$ cat config.mk
export PLATFORM = sky130hd
export DESIGN_NAME = ast_sample_source_flat
export DESIGN_NICKNAME = d
export VERILOG_FILES = /design/src/rtl/ast_if.sv /design/src/rtl/ast_sample_source.sv /design/src/flat_wrapper.sv
export SDC_FILE = /design/constraint.sdc
export NUM_CORES = 1
export LEC_CHECK = 0
export CORE_MARGIN = 8
export CORE_UTILIZATION = 45
export DETAILED_ROUTE_END_ITERATION = 6
export PLACE_DENSITY = 0.66
export SLEW_MARGIN = 5
export SYNTH_ARGS = -nofsm -noshare
export SYNTH_HDL_FRONTEND = slang
export SYNTH_SLANG_ARGS = --single-unit
export TNS_END_PERCENT = 50
$ cat constraint.sdc
create_clock -name sclk -period 3.5 [get_ports sclk]
set_clock_uncertainty 0.15 [all_clocks]
set_input_delay 0.7 -clock sclk [delete_from_list [all_inputs] [get_ports sclk]]
set_output_delay 0.7 -clock sclk [all_outputs]
set_load 0.02 [all_outputs]
$ cat src/rtl/ast_if.sv
// Avalon-ST source/sink bundle carrying one sample per transfer plus a 2-bit error tag.
// A transfer happens only in a cycle with valid = 1 and ready = 1; ready may toggle freely.
interface ast_if #(
   parameter int DATA_W = 8
) ();
   logic [DATA_W-1:0] data;
   logic              valid;
   logic              ready;
   logic [1:0]        error;

   modport master (output data, output valid, output error, input ready);
   modport slave  (input data, input valid, input error, output ready);
endinterface

$ cat src/rtl/ast_sample_source.sv
// Buffers a free-running, never-stalled sample stream in a small first-word-fall-through FIFO
// and presents it on an Avalon-ST source (readyLatency 0), tagging samples that follow a loss.
module ast_sample_source #(
   parameter int DATA_W = 8,
   parameter int DEPTH  = 8,
   parameter int ADDR_W = 3
) (
   input  logic              sclk,
   input  logic              rst_n,
   input  logic [DATA_W-1:0] in_data,
   input  logic              in_valid,
   input  logic              flush,
   ast_if.master             ast_source,
   output logic [ADDR_W:0]   fifo_level,
   output logic [15:0]       drop_cnt
);
   localparam logic [ADDR_W:0]   FULL_COUNT = (ADDR_W + 1)'(DEPTH);
   localparam logic [ADDR_W:0]   CNT_ONE    = (ADDR_W + 1)'(1);
   localparam logic [ADDR_W-1:0] PTR_ONE    = ADDR_W'(1);

   // Each entry is {error tag, sample}.
   logic [DATA_W:0]   mem [DEPTH];
   logic [ADDR_W-1:0] wr_ptr;
   logic [ADDR_W-1:0] rd_ptr;
   logic [ADDR_W:0]   count;
   logic              lost_flag;
   logic              valid;
   logic              full;
   logic              pop;
   logic              push;
   logic              drop;
   logic [DATA_W:0]   head;

   assign valid = (count != '0);
   assign full  = (count == FULL_COUNT);
   assign pop   = valid & ast_source.ready;
   // A pop in the same cycle frees the slot, so a full FIFO still accepts the push.
   assign push  = in_valid & ~flush & (~full | pop);
   assign drop  = in_valid & ~flush & full & ~pop;
   assign head  = mem[rd_ptr];

   assign ast_source.valid = valid;
   assign ast_source.data  = head[DATA_W-1:0];
   assign ast_source.error = {1'b0, valid & head[DATA_W]};
   assign fifo_level       = count;

   always_ff @(posedge sclk) begin
      if (push) begin
         mem[wr_ptr] <= {lost_flag, in_data};
      end
   end

   always_ff @(posedge sclk or negedge rst_n) begin
      if (!rst_n) begin
         wr_ptr    <= '0;
         rd_ptr    <= '0;
         count     <= '0;
         lost_flag <= 1'b0;
      end else if (flush) begin
         wr_ptr    <= '0;
         rd_ptr    <= '0;
         count     <= '0;
         lost_flag <= 1'b0;
      end else begin
         if (push) begin
            wr_ptr    <= wr_ptr + PTR_ONE;
            lost_flag <= 1'b0;
         end else if (drop) begin
            lost_flag <= 1'b1;
         end
         if (pop) begin
            rd_ptr <= rd_ptr + PTR_ONE;
         end
         if (push && !pop) begin
            count <= count + CNT_ONE;
         end else if (pop && !push) begin
            count <= count - CNT_ONE;
         end
      end
   end

   // Drop count survives flush; only reset clears it.
   always_ff @(posedge sclk or negedge rst_n) begin
      if (!rst_n) begin
         drop_cnt <= '0;
      end else if (drop && drop_cnt != 16'hFFFF) begin
         drop_cnt <= drop_cnt + 16'd1;
      end
   end
endmodule

$ cat src/flat_wrapper.sv
// flat-port wrapper written by rule: the top's interface ports become plain ports
module ast_sample_source_flat 
#(
   parameter int DATA_W = 8,
   parameter int DEPTH  = 8,
   parameter int ADDR_W = 3
)
  (sclk, rst_n, in_data, in_valid, flush, fifo_level, drop_cnt, ast_source_data, ast_source_valid, ast_source_error, ast_source_ready);
  ast_if #(.DATA_W(DATA_W)) ast_source_i ();
  input  logic sclk;
  input  logic rst_n;
  input  logic [DATA_W-1:0] in_data;
  input  logic in_valid;
  input  logic flush;
  output logic [ADDR_W:0] fifo_level;
  output logic [15:0] drop_cnt;
  output wire logic [$bits(ast_source_i.data)-1:0] ast_source_data;
  output wire logic [$bits(ast_source_i.valid)-1:0] ast_source_valid;
  output wire logic [$bits(ast_source_i.error)-1:0] ast_source_error;
  input wire logic [$bits(ast_source_i.ready)-1:0] ast_source_ready;
  assign ast_source_data = ast_source_i.data;
  assign ast_source_valid = ast_source_i.valid;
  assign ast_source_error = ast_source_i.error;
  assign ast_source_i.ready = ast_source_ready;
  ast_sample_source #(.DATA_W(DATA_W), .DEPTH(DEPTH), .ADDR_W(ADDR_W)) u_core (.sclk(sclk), .rst_n(rst_n), .in_data(in_data), .in_valid(in_valid), .flush(flush), .ast_source(ast_source_i), .fifo_level(fifo_level), .drop_cnt(drop_cnt));
endmodule
==> run_results.csv <==
group,metric,value,unit
clock_tree,root_buffer,"clkbuf_8",
grt,grt_pass1_vias,2531,
grt,grt_usage,13.48,%
yosys,yosys.area.top_type,"edfxtp_1",
floorplanning,initial_utilization,46.26,%
yosys,synth-edff-count,72,
pwr,power_frac_seq,44.9,%
grt,grt_max_degree,28,
sta,rsz0062_at_grt,"false",
sta,setup-violations-final,0,
setup_path,crit_chain,"buf_4, mux4_2, mux2_2, clkdlybuf4s50_1",
detailed_routing,viasPerCell,5.231,
yosys,ys_seq_area_share,66.39,%
sta,period_share,91.51,%
setup_path,crit_path_max_fanout,14,
pwr,p_per_area,601.4,nW/um^2
yosys,ys_types,47,
hold_path,hp-class,"reg2reg",
yosys,ys_ff_latch,99,
setup_path,slowest_stage,"mux4_2",
yosys,yosys.area.top_type_share,50.59,%
outcome,outcome,"finished clean",
clock_tree,cts_hold_buf,0,
clock_tree,cts_tree,"yes",
yosys,synth.most_common_cell,"edfxtp_1",
setup_path,worstSetupPathType,"reg2out",
grt,grt_overflow,0,
clock_tree,cts_setup_buffers,0,
grt,grt_first_pass_wirelength,13.42,mm
yosys,synthTopCellsByArea,"edfxtp_1 (51%), dfrtp_1 (16%), mux4_2 (9.5%)",
yosys,avgSynthCellArea,16.13,um^2
detailed_routing,drt_iter0_drc,107,
setup_path,critical-path-max-stage-delay,0.55,ns
grt,antenna_found_initial,0,
final_layout,n_antenna_cell,0,
clock_tree,path_clk_slew,0.09,ns
detailed_routing,vias,2396,
yosys,yosys_warnings,0,
clock_tree,cts_buffers,9,
sta,tightest_slew,0.6036,ns
sta,maxSlewViolCount,0,
detailed_routing,drc,0,
pwr,power_frac_comb,30.0,%
pwr,clock_power_share,25.2,%
final_layout,num-nets-final,344,
floorplanning,pin_count,44,
detailed_routing,wl_per_cell,17.87,um
job,maxCapViolCount,0,
pwr,ir_worst_vdd,0.3302,mV
sta,hold_viol,0,
floorplanning,die_x,113.5,um
detailed_routing,drt_pass1_iterations,4,
setup_path,arrival,2.35,ns
placed_design,hpwl,5.497,mm
yosys,syn_nets,284,
yosys,ys.flop_type,"edfxtp_1",
pwr,p_int,2.189,mW
sta,fmaxAchievable,312.2,MHz
floorplanning,core-area,9240,um^2
final_layout,final_core_util,55.69,%
setup_path,cp-start-kind,"flop",
pwr,power.leakage,1.870,nW
yosys,synth_commonest_cells,"edfxtp_1 (72), dfrtp_1 (27), nor2_1 (23), mux4_2 (18), xor2_1 (16)",
floorplanning,die-area,12870,um^2
final_layout,layout-drive-gt1-share,19.45,%
yosys,synthArstFlopShare,27.27,%
yosys,netlist_instances,265,
floorplanning,dieHeight,113.5,um
clock_tree,cts_sinks,99,
clock_tree,cts_resized,0,
placed_design,portBuffers,42,
yosys,syn_area,4274,um^2
placed_design,gp_congestion,0.7389,
pwr,switching_share,29.26,%
clock_tree,clk_latency,0.35,ns
setup_path,end_kind,"primary output",
final_layout,area_delta_synth_final,20.40,%
floorplanning,num_rows,35,
sta,max_slew_margin,59.42,%
detailed_routing,totalWireLength,8.185,mm
sta,tns,0,ns
clock_tree,cts-htree-levels,3,
sta,period_minus_slack,3.203,ns
detailed_routing,detail-route-antenna-nets,0,
setup_path,required,2.65,ns
clock_tree,cts.path.max_buffers,2,
pwr,p_sw,905.6,uW
[worst max-delay path, delay by kind of cell (launching register included)]
kind / cells / cell delay, ns
mux: 2 / 0.82
flops: 1 / 0.36
buf+inv: 2 / 0.83
[cells in the final DEF, fill, tap and decap left out, drive strengths merged, types with 6 or more instances in the layout]
| master | n |
|---|---|
| a21oi | 6 |
| buf | 16 |
| clkbuf | 9 |
| clkdlybuf4s50 | 42 |
| dfrtp | 27 |
| edfxtp | 72 |
| inv | 7 |
| mux2 | 9 |
| mux4 | 18 |
| nand2 | 8 |
| nand3 | 7 |
| nor2 | 23 |
| nor3 | 7 |
| xor2 | 16 |
[power by group through the flow]
stage          Sequential (mW)  Combinational (mW)  Clock (mW)
2_1_floorplan             1.43               0.599           0
3_3_place_gp              1.41               0.929           0
3_5_place_dp              1.41               0.946           0
4_1_cts                   1.39               0.949       0.806
5_1_grt                   1.40                1.02       0.844
6_report                  1.39               0.927       0.779
[registers in the layout, indices dropped and copies added, names as in the netlist]
name and cells:
u_core.drop_cnt 16, u_core.wr_ptr 3, u_core.lost_flag 1, u_core.rd_ptr 3, u_core.mem 72, u_core.fifo_level 4
[cell families after synthesis]
family,count (synthesis),share of synthesized area (%)
AOI/OAI and AO/OA,17,2.752
xor gates and xnor gates,19,3.893
adders and majority gates,6,1.932
buffers and inverters,15,1.522
DFF,99,66.39
muxes,32,13.03
other,1,0.08774
and+or+nand+nor,76,10.39
[layer usage]
metal / share of wire (%) / GRT usage (%) / up-vias / routed length, um
met5: 0 / 0 / - / 0
met4: 0.42 / 3.197 / 0 / 34
met3: 4.9 / 4.332 / 4 / 404
met2: 47 / 21.23 / 48 / 3841
met1: 48 / 17.78 / 1205 / 3905
li1: - / - / 1139 / -
[final timing paths]
| check | endpoint | startpoint | slack (ns) | depth (start not counted) |
|---|---|---|---|---|
| worst max register to register | u_core.fifo_level[3] | u_core.fifo_level[1] | 1.04 | 7 |
| worst max-delay path | ast_source_data[5] | u_core.rd_ptr[0] | 0.30 | 4 |
| max in group asynchronous | u_core.wr_ptr[2] | rst_n | 2.36 | 2 |
| min in group asynchronous | u_core.drop_cnt[7] | rst_n | 0.57 | 2 |
| worst min-delay path | u_core.drop_cnt[13] | u_core.drop_cnt[13] | 0.35 | 1 |
| worst min register to register | u_core.drop_cnt[13] | u_core.drop_cnt[13] | 0.35 | 1 |
[area by class of cell]
cell class	instances	area, um^2
clock buffer	9	123.9
multi-input combinational	151	1371
sequential	99	2838
tap	129	161.4
fill	753	4094
clock inverter	6	88.84
inverter	6	22.52
timing repair buffer	58	540.5
[stage by stage]
stage | worst slack, ns | std cells | cell area (um^2) | power, mW | hold slack (ns)
floorplan | 0.6806 | 265 | 4274 | 2.029 | 0.2544
detailed placement | 0.3817 | 443 | 4933 | 2.360 | 0.3424
CTS | 0.2402 | 458 | 5146 | 3.144 | 0.3558
global placement | 0.5251 | 443 | 4933 | 2.341 | 0.3321
finish | 0.2973 | 458 | 5146 | 3.095 | 0.3523
global route | 0.1794 | 458 | 5146 | 3.263 | 0.3956
(Power assumes the default switching activity.)
